**src/rtl/pair_mismatch_monitor.sv**
```systemverilog
// Compares the two outputs of a redundant circuit pair and declares a sticky fault after THRESH consecutive mismatches.
// Latency: every output reflects a valid sample one cycle later. There is no backpressure: a sample is taken whenever en_i is high.
// Soft clear (clr_i) and reset (rst_i) both return the block to IDLE with all counters zeroed.
module pair_mismatch_monitor #(
    parameter int CNT_W  = 16,
    parameter int THRESH = 3
) (
    input  logic             clk_i,
    input  logic             rst_i,
    input  logic             en_i,
    input  logic             clr_i,
    input  logic             o1_i,
    input  logic             o2_i,
    output logic             mism_o,
    output logic             fault_o,
    output logic [1:0]       state_o,
    output logic [CNT_W-1:0] mism_cnt_o,
    output logic [CNT_W-1:0] run_o,
    output logic [CNT_W-1:0] smp_cnt_o,
    output logic [CNT_W-1:0] first_idx_o,
    output logic             first_vld_o
);

    typedef enum logic [1:0] {
        IDLE    = 2'b00,
        MONITOR = 2'b01,
        SUSPECT = 2'b10,
        FAULT   = 2'b11
    } state_t;

    localparam logic [CNT_W-1:0] CNT_MAX  = '1;
    localparam logic [CNT_W-1:0] THRESH_C = CNT_W'(THRESH);

    state_t           state_q;
    state_t           state_d;
    logic             smp_vld;
    logic             mism;
    logic [CNT_W-1:0] run_d;

    function automatic logic [CNT_W-1:0] sat_inc(input logic [CNT_W-1:0] v);
        return (v == CNT_MAX) ? v : v + 1'b1;
    endfunction

    // Reset priority over clear and enable is resolved in the registers below.
    assign smp_vld = en_i & ~clr_i;
    assign mism    = o1_i ^ o2_i;
    assign run_d   = mism ? sat_inc(run_o) : '0;

    always_ff @(posedge clk_i) begin
        if (rst_i || clr_i) begin
            state_q <= IDLE;
        end else begin
            state_q <= state_d;
        end
    end

    always_comb begin
        state_d = state_q;
        if (smp_vld && (state_q != FAULT)) begin
            if (!mism) begin
                state_d = MONITOR;
            end else if (run_d >= THRESH_C) begin
                state_d = FAULT;
            end else begin
                state_d = SUSPECT;
            end
        end
    end

    always_ff @(posedge clk_i) begin
        if (rst_i || clr_i) begin
            mism_o      <= 1'b0;
            mism_cnt_o  <= '0;
            run_o       <= '0;
            smp_cnt_o   <= '0;
            first_idx_o <= '0;
            first_vld_o <= 1'b0;
        end else if (en_i) begin
            mism_o    <= mism;
            smp_cnt_o <= sat_inc(smp_cnt_o);
            run_o     <= run_d;
            if (mism) begin
                mism_cnt_o <= sat_inc(mism_cnt_o);
                // Capture the sample index of the first mismatch only once.
                if (!first_vld_o) begin
                    first_idx_o <= smp_cnt_o;
                    first_vld_o <= 1'b1;
                end
            end
        end
    end

    assign state_o = state_q;
    assign fault_o = (state_q == FAULT);

endmodule

```
**config.mk**
```make
export PLATFORM = sky130hd
export DESIGN_NAME = pair_mismatch_monitor
export DESIGN_NICKNAME = d
export VERILOG_FILES = /design/src/rtl/pair_mismatch_monitor.sv
export SDC_FILE = /design/constraint.sdc
export NUM_CORES = 1
export LEC_CHECK = 0
export CAP_MARGIN = 10
export CORE_ASPECT_RATIO = 1.75
export CORE_MARGIN = 5
export CORE_UTILIZATION = 50
export DETAILED_ROUTE_END_ITERATION = 16
export PLACE_DENSITY = 0.79
export SETUP_SLACK_MARGIN = 0.05
export SLEW_MARGIN = 30
export SYNTH_ARGS = -nofsm -noshare
export SYNTH_HDL_FRONTEND = slang
export SYNTH_SLANG_ARGS = --single-unit
```
**constraint.sdc**
```tcl
create_clock -name clk_i -period 2.6 [get_ports clk_i]
set_input_delay 0.78 -clock clk_i [delete_from_list [all_inputs] [get_ports clk_i]]
set_output_delay 0.78 -clock clk_i [all_outputs]
set_load 0.01 [all_outputs]
```
==> reports/results.ini, run 1 <==
[final_layout]
final_cell_mix = clkdlybuf4s50_1 (74), dfxtp_1 (68), nor2_1 (57), nand2_1 (46), o21ai_0 (35)
stdcell_count = 599
final_common_cell = clkdlybuf4s50_1
fillCellCount = 557
syn_to_final_growth_pct = 37.5
utilization_pct = 70.5
stdcell_area_mm2 = 0.00461
final_nets = 521
drive_above_1_share_pct = 10.1
antenna_cells = 0

[clock_tree]
cts_buffers = 9
htree_levels = 3
cts_tree = done
clk_latency_ns = 0.33
cts_root_buf = clkbuf_16
cts_sinks = 68
clk_path_buf_depth = 2
path_clk_slew_ns = 0.05

[timing]
tightest_slew_ns = 0.465
setup_viol = 0
drv_slew = 0
slew_headroom_pct = 68.7
finClkSkew_ns = 0.00359
fin_crit_ns = 2.38
clock.fmax_mhz = 421
hold_viol = 0
min_period_over_period_pct = 91.4
rsz0062_at_grt = false
fin_setup_tns_ns = 0
whs_ns = 0.474

[detailed_routing]
dr.pass1.iters = 7
wire_per_inst_um = 16.1
vias = 3512
drc = 0
ant_nets = 0
drt_iter0_markers = 269
wl_met2_mm = 5.07
met1_length_mm = 3.77
vias_per_cell = 5.86
routed_wl_mm = 9.63
wl_met3_um = 533
top_layer_used = met4

[setup_path]
startpoint = run_o[1]
end_kind = flip-flop
critPathLaunchType = flip-flop
arrival_ns = 2.58
crit_required_ns = 2.80
r2r_setup_slack_ns = 0.22
setup.worst_path.class = reg2reg
r2r-start = run_o[1]
critPathMaxFanout = 8

[floorplanning]
ioPinCount = 75
coreArea_mm2 = 0.00654
initial_core_util_pct = 51.3
dieWidth_um = 71.9
fp.dieArea_mm2 = 0.00851
die_h_um = 118
core.rowCount = 39

[run_status]
status = finished, final reports clean

[synthesis]
ys_seq_elements = 68
syn_nets = 435
yosys-top-cells-area = dfxtp_1 (41%), nor2_1 (6.4%), o21ai_0 (5.2%)
synth_top_area_share_pct = 40.6
yosysSeqAreaShare_pct = 40.6
synth_area_leader_cell = dfxtp_1
yosysUniqueCellTypes = 44
netlist_area_mm2 = 0.00335
avgSynthCellArea_um2 = 7.87
yosysWarnings = 0
postSynthCellCount = 426

[worst_hold_path]
min_path_type = reg2reg
min-delay-start = first_idx_o[10]

[grt]
grt.overflow.total = 0
grt_pass1_vias = 3436
antenna_found_initial = 0
grtUsageTotal_pct = 23.4
grt_max_degree = 39
grt_pass1_wl_mm = 16.1

[pwr]
leakage_uw = 0.00154
powerDensity_mw_per_mm2 = 542
ir_drop_v = 0.000433

[job]
max_cap_viol_count = 0

[place]
io_buffers = 74
placedCellCount = 582
hpwl_mm = 6.73
gp_congestion = 0.882
place_area_mm2 = 0.00428

critical path, cell delays in order (launching register included):
cell,delay (ns)
dfxtp_1,0.44
ha_1,0.37
nand3_4,0.17
nor4_4,0.41
buf_4,0.22
o21a_1,0.13
a31oi_1,0.04
o41ai_1,0.37
a21oi_1,0.11
path summary, 6_finish.rpt:
check / end / cells after the start
hold reg to reg: first_idx_o[10] / 2
setup reg to reg: state_o[0] / 8
setup / recovery: state_o[0] / 8
hold / removal: first_idx_o[10] / 2
cells by family (layout without fill, tap and decap cells):
| logic type | Yosys count | in the layout | share of synthesized area [%] |
|---|---|---|---|
| multiplexers | 1 | 1 | 0.299 |
| flip-flops | 68 | 68 | 40.6 |
| XOR/XNOR | 30 | 30 | 7.84 |
| AND/OR/NAND/NOR | 197 | 197 | 30.0 |
| adder cells (fa/ha/maj) | 3 | 3 | 1.12 |
| buffers and inverters | 31 | 122 | 3.77 |
| AO/OA/AOI/OAI | 96 | 96 | 16.4 |
sequential cells by signal, summed over array words and instances, names as in the netlist:
name,flops
mism_cnt_o,16
state_o,2
first_idx_o,16
run_o,16
first_vld_o,1
smp_cnt_o,16
mism_o,1
Yosys cell counts (all sizes together):
cell and instances:
a21o 1, and3 6, mux2i 1, and4 7, nor2 57, nand4 17, clkbuf 21, o41ai 1
a2111oi 2, a311oi 2, inv 5, nand2 46, ha 3, nor4 10, o22ai 1, or3 4
a21oi 34, nor3 23, a22oi 1, a32oi 1, a31oi 8, o21a 2, a211o 1, buf 5
o31a 1, or4 1, o21ai 35, dfxtp 68, nand4b 1, a211oi 6, xor2 14, and2 2
or2 2, nand3 21, xnor2 16
layer usage:
| layer | global-route usage (%) | vias to the layer above |
|---|---|---|
| li1 | - | 1700 |
| met1 | 26.3 | 1652 |
| met2 | 40.4 | 132 |
| met3 | 5.95 | 28 |
| met4 | 10.6 | 0 |
| met5 | 0 | - |
stage by stage:
stage                     setup slack, ns  total power, uW
after global placement            -0.0170             1210
after floorplan                     0.450             1150
after detailed placement          -0.0734             1210
after CTS                           0.144             2510
after global routing               0.0627             2580
final                               0.222             2500
cell type report:
type	instances	area, um^2	share of cell area [%]
clock buffers	11	243	5.27
multi-input cells	327	1870	40.5
flip-flops and latches	68	1360	29.5
inverters	5	18.8	0.407
repair buffers	101	943	20.5
well taps	82	103	2.23
clock inverters	5	75.1	1.63
report_power, final:
group	internal (uW)	total (uW)	switching, uW
Clock	860	1300	444
Combinational	53.3	141	87.3
Sequential	1050	1050	5.47
timing repair:
action                                  4_1_cts  5_1_grt
setup buffers                                 0        1
endpoints found under the setup margin        0        1
hold buffers                                  0        0
resized for setup                             0        0
Power figures use the tool's default switching activity.
==> inputs of run 2 (changes only) <==
--- a/config.mk
+++ b/config.mk
@@ -6,11 +6,13 @@
 export NUM_CORES = 1
 export LEC_CHECK = 0
 export CAP_MARGIN = 10
+export CELL_PAD_IN_SITES_DETAIL_PLACEMENT = 0
+export CELL_PAD_IN_SITES_GLOBAL_PLACEMENT = 1
 export CORE_ASPECT_RATIO = 1.75
 export CORE_MARGIN = 5
-export CORE_UTILIZATION = 50
+export CORE_UTILIZATION = 37
 export DETAILED_ROUTE_END_ITERATION = 16
-export PLACE_DENSITY = 0.79
+export PLACE_DENSITY_LB_ADDON = 0.1
 export SETUP_SLACK_MARGIN = 0.05
 export SLEW_MARGIN = 30
 export SYNTH_ARGS = -nofsm -noshare
==> run 2 against run 1 <==
Effect of this change: routed wire length up 5.3%; cell area grew 2.4%; clock power fell by 3%; final cell count up 7.7%; largest cell class unchanged; count of clock-buffer cells in the layout increased by 2; global-route usage shrank 4.1 points; core utilization down 18 points.
==> reports/results.ini, run 2 (synthesis results as in run 1) <==
[run_status]
status = finished, final reports clean

[timing]
hold_viol = 0  ; unchanged
slew_headroom_pct = 68.9  ; +0.15 points
tightest_slew_ns = 0.463  ; -0.00229 ns
fin_setup_tns_ns = 0  ; unchanged
rsz0062_at_grt = false
setup_slack_ns = 0.227  ; +0.00424 ns
clock.fmax_mhz = 421  ; +0.18%
drv_slew = 0  ; unchanged
finClkSkew_ns = 0.00467  ; +0.00108 ns
setup_viol = 0  ; unchanged
whs_ns = 0.471  ; -0.00287 ns
fin_crit_ns = 2.37  ; -0.00424 ns
min_period_over_period_pct = 91.3  ; -0.16 points

[final_layout]
syn_to_final_growth_pct = 40.7
drive_above_1_share_pct = 11.2  ; +1.2 points
final_common_cell = clkdlybuf4s50_1
final_cell_mix = clkdlybuf4s50_1 (74), dfxtp_1 (68), nor2_1 (57), nand2_1 (46), o21ai_0 (35)
antenna_cells = 0  ; unchanged
stdcell_area_mm2 = 0.00472  ; +2.4%
utilization_pct = 52.6  ; -18 points
final_nets = 529  ; +1.5%

[setup_path]
critPathLaunchType = flip-flop
crit_family = simple AND/OR/NAND/NOR gates
r2r_setup_slack_ns = 0.23  ; about the same
setup.worst_path.class = reg2reg
arrival_ns = 2.59  ; about the same
reg2reg_to = state_o[0]
ff2ff_path_depth = 8  ; unchanged
slowest_delay_ns = 0.46  ; +0.02 ns
path_buf_inv = 1  ; unchanged
r2r-start = run_o[1]
cp_slowest_cell = dfxtp_1
crit_chain = ha_1 -> nand3_4 -> buf_4 -> or2_2 -> nor4_1 -> nor3_1 -> a2111oi_1 -> a21oi_1
end_kind = flip-flop
crit_required_ns = 2.81  ; about the same
critPathMaxFanout = 7  ; -1

[floorplanning]
die_h_um = 136  ; +15%
core.rowCount = 46  ; +18%
ioPinCount = 75  ; unchanged
coreArea_mm2 = 0.00898  ; +37%
fp.dieArea_mm2 = 0.0111  ; +31%
initial_core_util_pct = 37.3  ; -14 points
dieWidth_um = 82.0  ; +14%

[place]
place_area_mm2 = 0.00441  ; +3.0%
dp_slack_ns = -0.138  ; -0.0647 ns
io_buffers = 74  ; unchanged
gp_congestion = 0.869  ; -1.4%
hpwl_mm = 7.33  ; +8.9%

[clock_tree]
cts_root_buf = clkbuf_16
clk_path_buf_depth = 2  ; unchanged
clk_latency_ns = 0.33  ; about the same
cts_sinks = 68  ; unchanged
htree_levels = 3  ; unchanged
cts_buffers = 9  ; unchanged
path_clk_slew_ns = 0.06  ; about the same
cts_tree = done

[grt]
antenna_found_initial = 0  ; unchanged
grtUsageTotal_pct = 19.3  ; -4.1 points
grt_pass1_vias = 3393  ; -1.3%
grt.overflow.total = 0  ; unchanged
grt_pass1_wl_mm = 16.6  ; +3.6%
grt_max_degree = 37  ; -5.1%

[job]
max_cap_viol_count = 0  ; unchanged

[detailed_routing]
wire_per_inst_um = 15.7  ; -2.2%
drt_iter0_markers = 198  ; -26%
wl_met2_mm = 5.31  ; +4.7%
routed_wl_mm = 10.1  ; +5.3%
dr.pass1.iters = 4  ; -3
wl_met3_um = 456  ; -14%
top_layer_used = met4
ant_nets = 0  ; unchanged
met1_length_mm = 4.13  ; +9.6%
drc = 0  ; unchanged
vias_per_cell = 5.37  ; -8.4%
vias = 3464  ; -1.4%

[worst_hold_path]
min_path_type = reg2reg
hold_end = first_idx_o[5]
min-delay-start = first_idx_o[5]
whs_path_depth = 2  ; unchanged

[pwr]
powerDensity_mw_per_mm2 = 523  ; -3.6%
leakage_uw = 0.00157  ; +1.7%
ir_drop_v = 0.000340  ; -22%

-- run 2: repair_timing --
item                                   in CTS  in global routing
hold buffers                                0                  0
endpoints found under the hold margin       0                  0
gates resized for setup                     0                  1
setup endpoints to repair                   0                  1
buffers inserted                            0                  0
-- run 2: final cells by class --
class / instances / area [um^2]
timing repair buffer: 109 / 1020
sequential: 68 / 1360
inverter: 5 / 18.8
clock buffer: 13 / 260
tap: 120 / 150
multi-input combinational: 327 / 1870
clock inverter: 3 / 45.0
fill: 936 / 4260
-- run 2: how the worst max path moves through the flow --
| stage | startpoint | end | slack (ns) | cells past startpoint |
|---|---|---|---|---|
| 2_1_floorplan | run_o[0] | state_o[0] | 0.45 | 7 |
| 3_3_place_gp | o1_i | state_o[0] | -0.009 | 7 |
| 3_5_place_dp | o1_i | state_o[0] | -0.14 | 7 |
| 4_1_cts | run_o[1] | state_o[0] | 0.15 | 8 |
| 5_1_grt | run_o[1] | state_o[0] | 0.08 | 8 |
| 6_report | run_o[1] | state_o[0] | 0.23 | 8 |
-- run 2: routing by layer --
layer,GRT usage [%],vias up
met5,0,-
met4,8.23,0
met1,21.9,1649
li1,-,1715
met3,4.11,19
met2,33.8,81
-- run 2: through the flow --
step / instances / power (uW)
finish: 645 / 2470
global route: 645 / 2540
CTS: 645 / 2490
detailed placement: 629 / 1230
global placement: 629 / 1230
floorplan: 426 / 1150
-- run 2: report_power, final --
group,internal (uW),switching [uW],total [uW],leakage [uW]
clock network,796,464,1260,0.000142
registers,1050,5.02,1050,0.000548
logic,62.2,91.1,153,0.000878
total,1910,560,2470,0.00157
-- run 2: worst min-delay path: cells and delay by family, from the launching register on --
| kind | cells | cell delay (ns) |
|---|---|---|
| flops | 1 | 0.30 |
| compound gates | 2 | 0.12 |
==> inputs of run 3 (changes only) <==
--- a/config.mk
+++ b/config.mk
@@ -12,6 +12,7 @@
 export CORE_MARGIN = 5
 export CORE_UTILIZATION = 37
 export DETAILED_ROUTE_END_ITERATION = 16
+export GPL_ROUTABILITY_DRIVEN = 0
 export PLACE_DENSITY_LB_ADDON = 0.1
 export SETUP_SLACK_MARGIN = 0.05
 export SLEW_MARGIN = 30
==> results of run 3 <==
Final layout, timing and power as in run 2 (identical DEF).
